## config.mk

```make
export PLATFORM = sky130hd
export DESIGN_NAME = serial_half_subtractor
export DESIGN_NICKNAME = d
export VERILOG_FILES = /design/src/rtl/serial_half_subtractor.sv
export SDC_FILE = /design/constraint.sdc
export NUM_CORES = 1
export LEC_CHECK = 0
export CELL_PAD_IN_SITES_DETAIL_PLACEMENT = 1
export CELL_PAD_IN_SITES_GLOBAL_PLACEMENT = 2
export CORE_ASPECT_RATIO = 1.1
export CORE_UTILIZATION = 35
export DETAILED_ROUTE_END_ITERATION = 12
export DONT_BUFFER_PORTS = 1
export PLACE_DENSITY_LB_ADDON = 0.1
export SLEW_MARGIN = 20
export SYNTH_ARGS = -nofsm -noshare
export SYNTH_HDL_FRONTEND = slang
export SYNTH_SLANG_ARGS = --single-unit
```

## constraint.sdc

```tcl
create_clock -name clk -period 1.5 [get_ports clk]
set_input_delay 0.3 -clock clk [delete_from_list [all_inputs] [get_ports clk]]
set_output_delay 0.3 -clock clk [all_outputs]
set_load 0.05 [all_outputs]
```

## src/rtl/serial_half_subtractor.sv

```systemverilog
// Bit-serial subtractor: A - B over WIDTH bits, LSB first.
// Ripples a single borrow bit through one half-subtractor stage per accepted cycle.
//
// state  | meaning
// -------+------------------------------------------------------------
// S_IDLE | waiting for start; diff/borrow_out hold the last result
// S_RUN  | accepting bit pairs on bit_valid; busy high
// S_DONE | result just published; done high for one cycle
module serial_half_subtractor #(
    parameter int WIDTH = 8
) (
    input  logic             clk,
    input  logic             rst,
    input  logic             start,
    input  logic             bit_valid,
    input  logic             a_bit,
    input  logic             b_bit,
    output logic [WIDTH-1:0] diff,
    output logic             borrow_out,
    output logic             busy,
    output logic             done
);

    localparam int CW = $clog2(WIDTH);
    localparam logic [CW-1:0] CNT_LAST = CW'(WIDTH - 1);

    typedef enum logic [1:0] {
        S_IDLE = 2'd0,
        S_RUN  = 2'd1,
        S_DONE = 2'd2
    } state_t;

    state_t           state_q, state_d;
    logic             br_q, br_d;
    logic [WIDTH-1:0] sr_q, sr_d;
    logic [CW-1:0]    cnt_q, cnt_d;
    logic [WIDTH-1:0] diff_q, diff_d;
    logic             bout_q, bout_d;

    logic             d_bit;
    logic             br_next;
    logic [WIDTH-1:0] sr_shift;

    // Half-subtractor stage against the running borrow; new bit enters at the MSB
    assign d_bit    = a_bit ^ b_bit ^ br_q;
    assign br_next  = (~a_bit & b_bit) | (~(a_bit ^ b_bit) & br_q);
    assign sr_shift = {d_bit, sr_q[WIDTH-1:1]};

    // State, datapath and result registers
    always_ff @(posedge clk or posedge rst) begin
        if (rst) begin
            state_q <= S_IDLE;
            br_q    <= 1'b0;
            sr_q    <= '0;
            cnt_q   <= '0;
            diff_q  <= '0;
            bout_q  <= 1'b0;
        end else begin
            state_q <= state_d;
            br_q    <= br_d;
            sr_q    <= sr_d;
            cnt_q   <= cnt_d;
            diff_q  <= diff_d;
            bout_q  <= bout_d;
        end
    end

    // Next-state and datapath update; everything holds unless a transition says otherwise
    always_comb begin
        state_d = state_q;
        br_d    = br_q;
        sr_d    = sr_q;
        cnt_d   = cnt_q;
        diff_d  = diff_q;
        bout_d  = bout_q;
        case (state_q)
            S_IDLE: begin
                if (start) begin
                    state_d = S_RUN;
                    br_d    = 1'b0;
                    sr_d    = '0;
                    cnt_d   = '0;
                end
            end
            S_RUN: begin
                if (bit_valid) begin
                    sr_d  = sr_shift;
                    br_d  = br_next;
                    cnt_d = cnt_q + CW'(1);
                    if (cnt_q == CNT_LAST) begin
                        // Publish including the bit accepted on this edge
                        state_d = S_DONE;
                        cnt_d   = '0;
                        diff_d  = sr_shift;
                        bout_d  = br_next;
                    end
                end
            end
            S_DONE: begin
                state_d = S_IDLE;
            end
            default: begin
                state_d = S_IDLE;
            end
        endcase
    end

    assign diff       = diff_q;
    assign borrow_out = bout_q;
    assign busy       = (state_q == S_RUN);
    assign done       = (state_q == S_DONE);

endmodule

```

# Word-level counts from Yosys, hierarchy flattened
# Cells that the tools add are included.
# classes
n_reduce_logical	5
shift	0
bitwise_logic	7
n_mul	0
n_eq_ne	6
n_mux	14
div_mod_pow	0
magnitude_cmp	0
addsub	1
# ops
cell	n
two-way mux 8 bit	2
one-hot mux 8 bit (2 select lines)	1
two-way mux 3 bit	3
AND reduction 3 bit	3
two-way mux 2 bit	3
one-hot mux 3 bit (2 select lines)	1
inequality test 2 bit, second input constant	2
one-hot mux 2 bit (2 select lines)	1
adder 3 x 1 -> 3 bit, second input constant	1
equality test 3 bit, second input constant	1
bitwise AND 1 bit	2
equality test 2 x 1 -> 1 bit, second input constant	1
equality test 2 bit, second input constant	1
logical NOT 2 bit	1
two-way mux 1 bit	2
inequality test 2 x 1 -> 1 bit, second input constant	1
NOT 1 bit	2
one-hot mux 1 bit (2 select lines)	1
nonzero test 2 bit	1
bitwise XOR 1 bit	2
OR 1 bit	1
# totals
n_memories	0
out_inout_bits	11
in_bits	6
ramBits	0
reg_bits	23
mem_bits_ro	0
latch_bits	0
wordCells	39

# Logic depth before layout (Yosys ltp)
# Gate-level depths: netlist of the first run.
# depth
word_depth	6
mapped_depth	6
mapped_depth_nobuf	5

# Least setup slack after synthesis of the first run
# Ideal clock, no wire load.
# synth_path
kind	register -> output
from	register state_q[0]
to	output busy
t_required_ns	1.200
n_path_buf	1
stages_incl_launch_ff	3
slack_ns	-0.259
arrival_time_ns	1.459
cell_sequence	dfrtp_1 -> clkbuf_1 -> nor2b_1
# synth_via
elab_chain_cells	1
# synth_rtl
element	line_no	text
start, declared	33	state_t state_q, state_d;
start signal, assigned	59	state_q <= state_d;
equality test 2 x 1 -> 1 bit	110	assign busy = (state_q == S_RUN);
end, declared	20	output logic busy,
# Every way passes these cells.

# Worst setup path in the final report of the first run
# layout_path
from	register cnt_q[1]
to	register diff_q[7], in the netlist diff[7]
# layout_via
elab_chain_cells	2
# layout_rtl
element	line_no	text
start, declared	36	logic [CW-1:0] cnt_q, cnt_d;
start signal, assigned	62	cnt_q <= cnt_d;
equality test 3 bit	90	if (cnt_q == CNT_LAST) begin
AND reduction 3 bit (no line)	n/a	
end signal, assigned	63	diff_q <= diff_d;
end, declared	37	logic [WIDTH-1:0] diff_q, diff_d;
# Every way passes these cells.
# A chain may end at the register's enable or synchronous reset.

==> metrics.txt, run 1 <==
# TYPE chip_impl_metric gauge
chip_impl_metric{name="crit_path_max_incr_delay",unit="ns"} 0.42
chip_impl_metric{name="max_freq",unit="MHz"} 688.4
chip_impl_metric{name="met2RoutedLength",unit="um"} 840
chip_impl_metric{name="place.detailed.instances",unit=""} 111
chip_impl_metric{name="synthesis.area_per_instance",unit="um^2"} 13.56
chip_impl_info{name="crit_path_start_kind",value="flop"} 1
chip_impl_metric{name="routed_via_density",unit=""} 5.345
chip_impl_metric{name="ys_ff_latch",unit=""} 22
chip_impl_metric{name="top_level_ports",unit=""} 17
chip_impl_info{name="post-synth-top-area-cell",value="sky130_fd_sc_hd__dfrtp_1"} 1
chip_impl_metric{name="critical_path_peak_fanout",unit=""} 5
chip_impl_metric{name="worst-endpoint-required",unit="ns"} 1.70
chip_impl_metric{name="power.density_cell_area",unit="mW/mm^2"} 2005
chip_impl_info{name="grt_setup_unrepaired",value="false"} 1
chip_impl_metric{name="number_of_cts_inserted_buffers",unit=""} 3
chip_impl_metric{name="largest_net_degree_at_the_start_of_global_routing",unit=""} 23
chip_impl_metric{name="num_vias",unit=""} 636
chip_impl_metric{name="port_buffers",unit=""} 0
chip_impl_info{name="cp-end-kind",value="flop"} 1
chip_impl_metric{name="power_consumption",unit="uW"} 2393
chip_impl_info{name="crit_path_from",value="cnt_q[1]$_DFFE_PP0P_"} 1
chip_impl_metric{name="totalWireLength",unit="mm"} 1.898
chip_impl_metric{name="initial_core_util",unit=""} 0.3695
chip_impl_metric{name="max_slew_margin",unit=""} 0.6735
chip_impl_metric{name="firstDrtPassIters",unit=""} 3
chip_impl_metric{name="met3_wirelength",unit="um"} 63
chip_impl_metric{name="synth_area",unit="mm^2"} 0.001017
chip_impl_metric{name="floorplan.die.height",unit="um"} 58.54
chip_impl_metric{name="fin_crit_sh",unit=""} 0.9684
chip_impl_metric{name="clock_latency",unit="ns"} 0.30
chip_impl_metric{name="setup_total_negative_slack",unit="ns"} 0
chip_impl_metric{name="core_area",unit="mm^2"} 0.002753
chip_impl_metric{name="final_net_count",unit=""} 96
chip_impl_metric{name="non_filler_cells_in_the_finished_layout",unit=""} 119
chip_impl_metric{name="timing_worst_slew_pin_value",unit="ns"} 0.4897
chip_impl_metric{name="route.detailed.wl_per_inst",unit="um"} 15.95
chip_impl_metric{name="finalHoldWorstSlack",unit="ns"} 0.08722
chip_impl_info{name="regToRegStartpoint",value="cnt_q[1]$_DFFE_PP0P_"} 1
chip_impl_metric{name="ir_drop",unit="mV"} 0.9253
chip_impl_metric{name="clock_skew",unit="ns"} 0.003828
chip_impl_metric{name="dieWidth",unit="um"} 53.40
chip_impl_metric{name="route.antenna.remaining_nets",unit=""} 0
chip_impl_metric{name="placement_rows",unit=""} 20
chip_impl_metric{name="power.leakage",unit="uW"} 0.0006170
chip_impl_metric{name="clock_path_buffers",unit=""} 2
chip_impl_metric{name="yosys.area.top_type_share",unit=""} 0.5412
chip_impl_info{name="clock_tree_from_tritoncts",value="yes"} 1
chip_impl_metric{name="flow.area_growth_from_synthesis",unit="%"} 17.34
chip_impl_metric{name="route.detailed.drc",unit=""} 0
chip_impl_metric{name="drive_gt1_frac",unit=""} 0.3372
chip_impl_info{name="clk_root_buffer_cell",value="sky130_fd_sc_hd__clkbuf_4"} 1
chip_impl_metric{name="min_delay_path_depth",unit=""} 1
chip_impl_metric{name="dp.final_hpwl",unit="mm"} 1.322
chip_impl_metric{name="final_estimated_routing_congestion_in_global_placement",unit=""} 0.7367
chip_impl_info{name="topRoutingLayerUsed",value="met4"} 1
chip_impl_info{name="timing.setup.critical_path_class",value="flop to flop"} 1
chip_impl_metric{name="setup_viol",unit=""} 0
chip_impl_metric{name="synth-seq-area-share",unit=""} 0.5412
chip_impl_metric{name="hold_violations",unit=""} 0
chip_impl_info{name="min_from",value="bit_valid"} 1
chip_impl_metric{name="grt_overflow",unit=""} 0
chip_impl_metric{name="die-area",unit="mm^2"} 0.003126
chip_impl_metric{name="synth.net_count",unit=""} 84
chip_impl_metric{name="ff2ff_path_depth",unit=""} 5
chip_impl_metric{name="yosysWarnings",unit=""} 0
chip_impl_info{name="final_cell_mix",value="22 x sky130_fd_sc_hd__a22o_1, 21 x sky130_fd_sc_hd__dfrtp_1, 8 x sky130_fd_sc_hd__buf_4"} 1
chip_impl_metric{name="grt_first_pass_wirelength",unit="mm"} 3.111
chip_impl_info{name="outcome",value="complete, no violations"} 1
chip_impl_metric{name="synthesized_instance_count",unit=""} 75
chip_impl_metric{name="clock_tree.htree_level_count",unit=""} 1
chip_impl_info{name="synthTopCellsByArea",value="sky130_fd_sc_hd__dfrtp_1 54%, sky130_fd_sc_hd__a22o_1 19%, sky130_fd_sc_hd__mux2_4 10%, sky130_fd_sc_hd__ha_1 2.5%, sky130_fd_sc_hd__inv_1 2.2%"} 1
chip_impl_info{name="worstReg2RegEnd",value="diff[7]$_DFFE_PP0P_"} 1
chip_impl_metric{name="met1_length",unit="um"} 975
chip_impl_metric{name="worst-r2r-setup-slack",unit="ns"} 0.05
chip_impl_info{name="slowest_stage",value="sky130_fd_sc_hd__dfrtp_1"} 1
chip_impl_metric{name="antenna_found_initial",unit=""} 0
chip_impl_info{name="layout_commonest_cell",value="sky130_fd_sc_hd__a22o_1"} 1
chip_impl_metric{name="n_antenna_cell",unit=""} 0
chip_impl_metric{name="timing_max_transition_violations_final",unit=""} 0
chip_impl_info{name="hold_class",value="input pin to flop"} 1
chip_impl_metric{name="initialDrtViolationCount",unit=""} 13
chip_impl_info{name="worst_hold_path.endpoint",value="state_q[0]$_DFFE_PP0P_"} 1
chip_impl_metric{name="grt_use_total",unit=""} 0.1408
chip_impl_metric{name="maxCapViolCount",unit=""} 0
chip_impl_metric{name="grt_pass1_vias",unit=""} 671
chip_impl_info{name="sequence_of_cells_on_the_critical_path",value="ha_1 > ha_2 > nand4b_4 > buf_6 > mux2_2"} 1
chip_impl_metric{name="cts_num_sinks",unit=""} 22
chip_impl_metric{name="synth.lib_cells_used.distinct",unit=""} 17
chip_impl_metric{name="worst-endpoint-arrival",unit="ns"} 1.65
chip_impl_metric{name="fin_crit",unit="ns"} 1.453
chip_impl_metric{name="clkTransAtPathRegs",unit="ns"} 0.12
cell type report:
cell class | instances | area [um^2]
timing repair buffer | 12 | 103.9
inverter | 6 | 22.52
fill | 293 | 1559
clock buffer | 4 | 36.28
tap | 33 | 41.29
multi-input combinational | 42 | 437.9
sequential | 22 | 551.8
timing repair:
| action | 4_1_cts | 5_1_grt |
|---|---|---|
| resized for setup | 3 | 5 |
| cloned | 0 | 0 |
| endpoints found under the hold margin | 22 | 0 |
| setup endpoints to repair | 20 | 10 |
| setup buffers | 1 | 3 |
| hold buffers | 1 | 0 |
registers in the layout, summed over array words and instances (netlist names):
signal      cells
sr_q            7
diff            8
borrow_out      1
br_q            1
state_q         2
cnt_q           3
logic make-up after synthesis:
family	Yosys count	share of synthesized area
flip-flops	22	0.5412
AND/OR/NAND/NOR	6	0.04058
multiplexers	8	0.1144
AO/OA/AOI/OAI	25	0.2079
buffers and inverters	11	0.05165
adder cells (fa/ha/maj)	3	0.04428
worst max path at each step:
stage / endpoint / cells after the start
floorplan: diff[0]$_DFFE_PP0P_ / 5
global placement: sr_q[5]$_DFFE_PP0P_ / 3
detailed placement: diff[5]$_DFFE_PP0P_ / 5
CTS: diff[5]$_DFFE_PP0P_ / 5
global route: diff[2]$_DFFE_PP0P_ / 5
finish: diff[7]$_DFFE_PP0P_ / 5
report_power, final:
part	internal, uW	switching [uW]	leakage [uW]
clock network	148	173	0.0000210
registers	820	492	0.000284
logic	456	304	0.000312
metrics by stage:
step                      setup slack, ns  area (um^2)    util
after floorplan                   0.03846         1025       -
after global placement           0.002703         1096  0.3982
after detailed placement        -0.006866         1096  0.3982
after CTS                        -0.01953         1157  0.4205
after global routing             0.007809         1194  0.4336
final                             0.04733         1194  0.4336
worst max-delay path: cells and delay by family, from the launching register on:
| family | cells | cell delay, ns |
|---|---|---|
| AND/OR/NAND/NOR | 1 | 0.10 |
| multiplexers | 1 | 0.32 |
| adder cells (fa/ha/maj) | 2 | 0.39 |
| flip-flops | 1 | 0.42 |
| buffers and inverters | 1 | 0.13 |
synth_stat cells:
master and count:
sky130_fd_sc_hd__clkbuf_1 1, sky130_fd_sc_hd__nand2_1 1, sky130_fd_sc_hd__a31oi_1 1, sky130_fd_sc_hd__nor2b_1 3
sky130_fd_sc_hd__a22o_1 22, sky130_fd_sc_hd__nor2_1 1, sky130_fd_sc_hd__mux2_2 1, sky130_fd_sc_hd__o21bai_1 1
sky130_fd_sc_hd__buf_2 3, sky130_fd_sc_hd__dfrtp_1 22, sky130_fd_sc_hd__ha_1 2, sky130_fd_sc_hd__inv_1 6
sky130_fd_sc_hd__buf_6 1, sky130_fd_sc_hd__nand4b_2 1, sky130_fd_sc_hd__fa_1 1, sky130_fd_sc_hd__mux2_4 7
sky130_fd_sc_hd__o21ai_0 1
routing by layer:
metal,vias to the layer above,GRT usage
met5,-,0
met4,0,0.07895
met3,2,0.02584
met2,13,0.2125
met1,321,0.1875
li1,300,-
(Power assumes the default switching activity.)
==> run 2: changes to the inputs <==
- CORE_MARGIN: unset -> 3
==> metrics.txt, run 2 (synthesis gave the netlist of run 1 again) <==
# TYPE chip_impl_metric gauge
chip_impl_metric{name="fin_crit",unit="ns"} 1.446
chip_impl_metric{name="routed_via_density",unit=""} 5.534
chip_impl_metric{name="place.detailed.instances",unit=""} 108
chip_impl_metric{name="grt_first_pass_wirelength",unit="mm"} 3.470
chip_impl_info{name="slowest_stage",value="sky130_fd_sc_hd__dfrtp_1"} 1
chip_impl_metric{name="worst-endpoint-arrival",unit="ns"} 1.64
chip_impl_metric{name="non_filler_cells_in_the_finished_layout",unit=""} 116
chip_impl_metric{name="route.detailed.wl_per_inst",unit="um"} 17.86
chip_impl_metric{name="critical_path_peak_fanout",unit=""} 6
chip_impl_metric{name="grt_use_total",unit=""} 0.1259
chip_impl_metric{name="finalInstanceArea",unit="mm^2"} 0.001200
chip_impl_info{name="hold_class",value="input pin to flop"} 1
chip_impl_metric{name="floorplan.die.height",unit="um"} 62.54
chip_impl_metric{name="setup_total_negative_slack",unit="ns"} 0
chip_impl_metric{name="setup_viol",unit=""} 0
chip_impl_metric{name="route.antenna.remaining_nets",unit=""} 0
chip_impl_metric{name="buffer_and_inverter_count_on_the_worst_path",unit=""} 1
chip_impl_metric{name="hold_violations",unit=""} 0
chip_impl_info{name="path_delay_family",value="flip-flops"} 1
chip_impl_metric{name="largest_net_degree_at_the_start_of_global_routing",unit=""} 14
chip_impl_metric{name="initial_core_util",unit=""} 0.3855
chip_impl_metric{name="die-area",unit="mm^2"} 0.003590
chip_impl_metric{name="layout.filler_cells",unit=""} 268
chip_impl_info{name="clock_tree_from_tritoncts",value="yes"} 1
chip_impl_metric{name="num_vias",unit=""} 642
chip_impl_metric{name="flow.area_growth_from_synthesis",unit="%"} 17.96
chip_impl_metric{name="max_slew_margin",unit=""} 0.6466
chip_impl_metric{name="grt_pass1_vias",unit=""} 705
chip_impl_metric{name="clock_path_buffers",unit=""} 2
chip_impl_metric{name="clkTransAtPathRegs",unit="ns"} 0.11
chip_impl_metric{name="top_level_ports",unit=""} 17
chip_impl_metric{name="cts_num_sinks",unit=""} 22
chip_impl_metric{name="worst-endpoint-required",unit="ns"} 1.69
chip_impl_metric{name="max_freq",unit="MHz"} 691.3
chip_impl_metric{name="drive_gt1_frac",unit=""} 0.3529
chip_impl_metric{name="port_buffers",unit=""} 0
chip_impl_info{name="clk_root_buffer_cell",value="sky130_fd_sc_hd__clkbuf_4"} 1
chip_impl_info{name="layout_commonest_cell",value="sky130_fd_sc_hd__a22o_1"} 1
chip_impl_metric{name="power.leakage",unit="uW"} 0.0006153
chip_impl_info{name="crit_path_start_kind",value="flop"} 1
chip_impl_metric{name="largest_register_ffs",unit=""} 8
chip_impl_info{name="most_frequent_cp_cell",value="sky130_fd_sc_hd__ha_2"} 1
chip_impl_metric{name="totalWireLength",unit="mm"} 2.072
chip_impl_metric{name="number_of_cts_inserted_buffers",unit=""} 3
chip_impl_metric{name="dpl_worst_slack",unit="ns"} -0.02290
chip_impl_metric{name="firstDrtPassIters",unit=""} 4
chip_impl_info{name="cp-end-kind",value="flop"} 1
chip_impl_metric{name="ir_drop",unit="mV"} 0.9586
chip_impl_metric{name="final_estimated_routing_congestion_in_global_placement",unit=""} 0.6830
chip_impl_metric{name="maxCapViolCount",unit=""} 0
chip_impl_metric{name="clock_tree.htree_level_count",unit=""} 1
chip_impl_metric{name="initialDrtViolationCount",unit=""} 8
chip_impl_metric{name="clock_latency",unit="ns"} 0.29
chip_impl_metric{name="power.density_cell_area",unit="mW/mm^2"} 1977
chip_impl_info{name="outcome",value="complete, no violations"} 1
chip_impl_metric{name="grt_overflow",unit=""} 0
chip_impl_metric{name="dp.final_hpwl",unit="mm"} 1.397
chip_impl_metric{name="timing_max_transition_violations_final",unit=""} 0
chip_impl_metric{name="dieWidth",unit="um"} 57.40
chip_impl_metric{name="postLayoutSetupSlackWorst",unit="ns"} 0.05353
chip_impl_info{name="final_cell_mix",value="22 x sky130_fd_sc_hd__a22o_1, 21 x sky130_fd_sc_hd__dfrtp_1, 7 x sky130_fd_sc_hd__mux2_4"} 1
chip_impl_info{name="sequence_of_cells_on_the_critical_path",value="ha_2 > ha_2 > nand4b_4 > buf_6 > mux2_4"} 1
chip_impl_metric{name="clock_skew",unit="ns"} 0.0005060
chip_impl_metric{name="crit_path_max_incr_delay",unit="ns"} 0.42
chip_impl_metric{name="core_area",unit="mm^2"} 0.002639
chip_impl_info{name="timing.setup.critical_path_class",value="flop to flop"} 1
chip_impl_info{name="grt_setup_unrepaired",value="false"} 1
chip_impl_metric{name="n_antenna_cell",unit=""} 0
chip_impl_metric{name="timing_worst_slew_pin_value",unit="ns"} 0.5298
chip_impl_metric{name="fin_crit_sh",unit=""} 0.9643
chip_impl_metric{name="final_net_count",unit=""} 96
chip_impl_metric{name="detailed_place.area",unit="mm^2"} 0.001099
chip_impl_metric{name="placement_rows",unit=""} 19
chip_impl_metric{name="antenna_found_initial",unit=""} 0
chip_impl_metric{name="route.detailed.drc",unit=""} 0
run 2: final cells by class:
cell class	count	area (um^2)	area share
Clock buffer	3	22.52	0.01877
Inverter	6	22.52	0.01877
Multi-Input combinational cell	42	444.2	0.3702
Sequential cell	22	551.8	0.4599
Tap cell	31	38.79	0.03233
Timing Repair Buffer	12	120.1	0.1001
run 2: what timing repair did:
item / 4_1_cts / 5_1_grt
gates resized for setup: 7 / 4
setup endpoints to repair: 16 / 9
hold buffers: 1 / 0
setup buffers: 1 / 3
hold endpoints to repair: 10 / 0
cloned: 0 / 0
run 2: metrics by stage:
stage / hold WS, ns / power, uW / utilization
final: 0.1067 / 2372 / 0.4547
after global routing: 0.06054 / 2531 / 0.4547
after CTS: 0.09356 / 2357 / 0.4424
after detailed placement: 0.2247 / 2051 / 0.4163
after global placement: 0.2207 / 2030 / 0.4163
after floorplan: 0.2892 / 1858 / -
run 2: layer usage:
layer,wire (um),global-route usage
met5,0,0
met4,20,0.07536
met3,75,0.02479
met2,1056,0.1864
met1,919,0.1667
run 2: worst paths after layout:
kind,slack (ns),endpoint,from,cells past startpoint
hold reg to reg,0.55,sr_q[1]$_DFFE_PP0P_,sr_q[1]$_DFFE_PP0P_,1
hold / removal,0.11,state_q[0]$_DFFE_PP0P_,bit_valid,1
max in group asynchronous,0.63,state_q[1]$_DFFE_PP0P_,rst,3
min in group asynchronous,0.44,diff[0]$_DFFE_PP0P_,rst,2
setup reg to reg,0.05,diff[5]$_DFFE_PP0P_,cnt_q[0]$_DFFE_PP0P_,5
setup / recovery,0.05,diff[5]$_DFFE_PP0P_,cnt_q[0]$_DFFE_PP0P_,5
run 2: report_power, final:
group	switching, uW	total (uW)	internal (uW)
Clock	167	260	93.5
Sequential	492	1310	819
Combinational	325	801	476
==> run 3: changes to the inputs <==
- HOLD_SLACK_MARGIN: unset -> 0.12
==> metrics.txt, run 3 (synthesis gave the netlist of run 1 again) <==
# TYPE chip_impl_metric gauge
chip_impl_metric{name="floorplan.die.height",unit="um"} 62.54
chip_impl_metric{name="initialDrtViolationCount",unit=""} 7
chip_impl_metric{name="critical_path_peak_fanout",unit=""} 6
chip_impl_metric{name="grt_overflow",unit=""} 0
chip_impl_metric{name="route.detailed.drc",unit=""} 0
chip_impl_metric{name="max_freq",unit="MHz"} 689.7
chip_impl_metric{name="ir_drop",unit="mV"} 0.9648
chip_impl_metric{name="initial_core_util",unit=""} 0.3855
chip_impl_metric{name="power_consumption",unit="uW"} 2378
chip_impl_info{name="worstReg2RegEnd",value="diff[5]$_DFFE_PP0P_"} 1
chip_impl_info{name="grt_setup_unrepaired",value="false"} 1
chip_impl_metric{name="grt_first_pass_wirelength",unit="mm"} 3.519
chip_impl_metric{name="flow.area_growth_from_synthesis",unit="%"} 18.94
chip_impl_metric{name="largest_register_ffs",unit=""} 8
chip_impl_metric{name="clock_skew",unit="ns"} 0.002781
chip_impl_metric{name="route.detailed.wl_per_inst",unit="um"} 17.94
chip_impl_metric{name="cell_internal_pwr",unit="uW"} 1390
chip_impl_metric{name="clkPwrFrac",unit=""} 0.110
chip_impl_metric{name="route.antenna.remaining_nets",unit=""} 0
chip_impl_metric{name="final_net_count",unit=""} 97
chip_impl_metric{name="p_seq_frac",unit=""} 0.552
chip_impl_metric{name="timing_worst_slew_pin_value",unit="ns"} 0.5273
chip_impl_info{name="most_frequent_cp_cell",value="sky130_fd_sc_hd__ha_2"} 1
chip_impl_metric{name="layout.filler_cells",unit=""} 267
chip_impl_info{name="slowest_stage",value="sky130_fd_sc_hd__dfrtp_1"} 1
chip_impl_info{name="sequence_of_cells_on_the_critical_path",value="ha_2 > ha_2 > nand4b_4 > buf_6 > mux2_4"} 1
chip_impl_metric{name="number_of_cts_inserted_buffers",unit=""} 3
chip_impl_metric{name="final_estimated_routing_congestion_in_global_placement",unit=""} 0.6830
chip_impl_metric{name="largest_net_degree_at_the_start_of_global_routing",unit=""} 14
chip_impl_metric{name="routed_via_density",unit=""} 5.521
chip_impl_metric{name="ff2ff_path_depth",unit=""} 5
chip_impl_metric{name="setup_total_negative_slack",unit="ns"} 0
chip_impl_info{name="crit_path_start_kind",value="flop"} 1
chip_impl_metric{name="multiInputGateArea",unit="um^2"} 444.2
chip_impl_metric{name="crit_path_max_incr_delay",unit="ns"} 0.42
chip_impl_metric{name="power.leakage",unit="uW"} 0.0006195
chip_impl_metric{name="port_buffers",unit=""} 0
chip_impl_metric{name="fin_crit",unit="ns"} 1.450
chip_impl_info{name="regToRegStartpoint",value="cnt_q[0]$_DFFE_PP0P_"} 1
chip_impl_info{name="hold_class",value="input pin to flop"} 1
chip_impl_metric{name="grt_use_total",unit=""} 0.1276
chip_impl_metric{name="max_slew_margin",unit=""} 0.6483
chip_impl_metric{name="top_level_ports",unit=""} 17
chip_impl_info{name="final_cell_mix",value="22 x sky130_fd_sc_hd__a22o_1, 21 x sky130_fd_sc_hd__dfrtp_1, 7 x sky130_fd_sc_hd__mux2_4"} 1
chip_impl_metric{name="worst-r2r-setup-slack",unit="ns"} 0.05
chip_impl_metric{name="dieWidth",unit="um"} 57.40
chip_impl_metric{name="grt_pass1_vias",unit=""} 714
chip_impl_info{name="timing.setup.critical_path_class",value="flop to flop"} 1
chip_impl_info{name="min_from",value="bit_valid"} 1
chip_impl_info{name="outcome",value="complete, no violations"} 1
chip_impl_metric{name="n_antenna_cell",unit=""} 0
chip_impl_info{name="layout_commonest_cell",value="sky130_fd_sc_hd__a22o_1"} 1
chip_impl_metric{name="core_area",unit="mm^2"} 0.002639
chip_impl_metric{name="placement_rows",unit=""} 19
chip_impl_metric{name="timing_max_transition_violations_final",unit=""} 0
chip_impl_metric{name="postLayoutSetupSlackWorst",unit="ns"} 0.05015
chip_impl_metric{name="power.density_cell_area",unit="mW/mm^2"} 1966
chip_impl_metric{name="worst-endpoint-required",unit="ns"} 1.69
chip_impl_metric{name="power_switching",unit="uW"} 988.0
chip_impl_info{name="worst_hold_path.endpoint",value="state_q[1]$_DFFE_PP0P_"} 1
chip_impl_metric{name="cts_num_sinks",unit=""} 22
chip_impl_metric{name="firstDrtPassIters",unit=""} 4
chip_impl_metric{name="totalWireLength",unit="mm"} 2.099
chip_impl_metric{name="swShare",unit=""} 0.4154
chip_impl_metric{name="hold_violations",unit=""} 0
chip_impl_metric{name="dpl_worst_slack",unit="ns"} -0.02290
chip_impl_metric{name="worst-endpoint-arrival",unit="ns"} 1.64
chip_impl_metric{name="die-area",unit="mm^2"} 0.003590
chip_impl_metric{name="fin_crit_sh",unit=""} 0.9666
chip_impl_metric{name="dp.final_hpwl",unit="mm"} 1.397
chip_impl_info{name="cp-end-kind",value="flop"} 1
chip_impl_metric{name="clkTransAtPathRegs",unit="ns"} 0.12
chip_impl_metric{name="setup_viol",unit=""} 0
chip_impl_metric{name="clock_latency",unit="ns"} 0.30
chip_impl_metric{name="drive_gt1_frac",unit=""} 0.3488
chip_impl_metric{name="maxCapViolCount",unit=""} 0
chip_impl_metric{name="p_comb_frac",unit=""} 0.338
chip_impl_metric{name="min_delay_path_depth",unit=""} 3
chip_impl_info{name="clock_tree_from_tritoncts",value="yes"} 1
chip_impl_info{name="clk_root_buffer_cell",value="sky130_fd_sc_hd__clkbuf_4"} 1
chip_impl_metric{name="num_vias",unit=""} 646
chip_impl_metric{name="area_taken_by_flip_flops_and_latches",unit="um^2"} 551.8
chip_impl_metric{name="clock_tree.htree_level_count",unit=""} 1
chip_impl_metric{name="antenna_found_initial",unit=""} 0
chip_impl_metric{name="finish.utilization",unit=""} 0.4585
chip_impl_metric{name="clock_path_buffers",unit=""} 2
==> run 3: power groups by stage <==
| stage | Sequential (uW) | Combinational, uW | Clock, uW |
|---|---|---|---|
| after floorplan | 1280 | 581 | 0 |
| after global placement | 1320 | 710 | 0 |
| after detailed placement | 1330 | 726 | 0 |
| after CTS | 1310 | 771 | 275 |
| after global routing | 1350 | 880 | 308 |
| final | 1310 | 804 | 262 |
==> run 3: worst max-delay path by stage <==
stage,start,to
6_report,cnt_q[0]$_DFFE_PP0P_,diff[5]$_DFFE_PP0P_
3_5_place_dp,cnt_q[0]$_DFFE_PP0P_,diff[5]$_DFFE_PP0P_
3_3_place_gp,cnt_q[0]$_DFFE_PP0P_,diff[3]$_DFFE_PP0P_
2_1_floorplan,cnt_q[0]$_DFFE_PP0P_,diff[0]$_DFFE_PP0P_
5_1_grt,cnt_q[0]$_DFFE_PP0P_,diff[5]$_DFFE_PP0P_
4_1_cts,cnt_q[0]$_DFFE_PP0P_,diff[7]$_DFFE_PP0P_
==> run 3: cell type report <==
type                       instances  share of cell area
tap                               31             0.03206
multi-input combinational         42              0.3671
inverter                           6             0.01861
sequential                        22              0.4560
timing repair buffer              13              0.1075
clock buffer                       3             0.01861
==> run 3: critical path, delay by kind of cell, from the launching register on <==
| kind | cells | cell delay (ns) |
|---|---|---|
| flops | 1 | 0.42 |
| fa+ha+maj | 2 | 0.38 |
| simple gates | 1 | 0.10 |
| buf+inv | 1 | 0.15 |
| mux | 1 | 0.30 |
==> run 3: per-layer routing <==
layer / wire, um / GRT usage / vias up
li1: - / - / 299
met1: 951 / 0.1680 / 338
met2: 1074 / 0.1907 / 7
met3: 52 / 0.02479 / 2
met4: 20 / 0.07536 / 0
met5: 0 / 0 / -
==> run 3: stage by stage <==
stage	hold slack [ns]	std cells	area, um^2
floorplan	0.2892	75	1025
global placement	0.2207	108	1099
detailed placement	0.2247	108	1099
CTS	0.2669	114	1177
global route	0.2473	117	1210
finish	0.2633	117	1210
==> run 3: what timing repair did <==
action / CTS / global route
setup endpoints to repair: 16 / 9
hold buffers: 2 / 0
pin swaps: 0 / 0
gates cloned: 0 / 0
gates resized for setup: 7 / 4
hold endpoints to repair: 11 / 0
setup buffers: 1 / 3
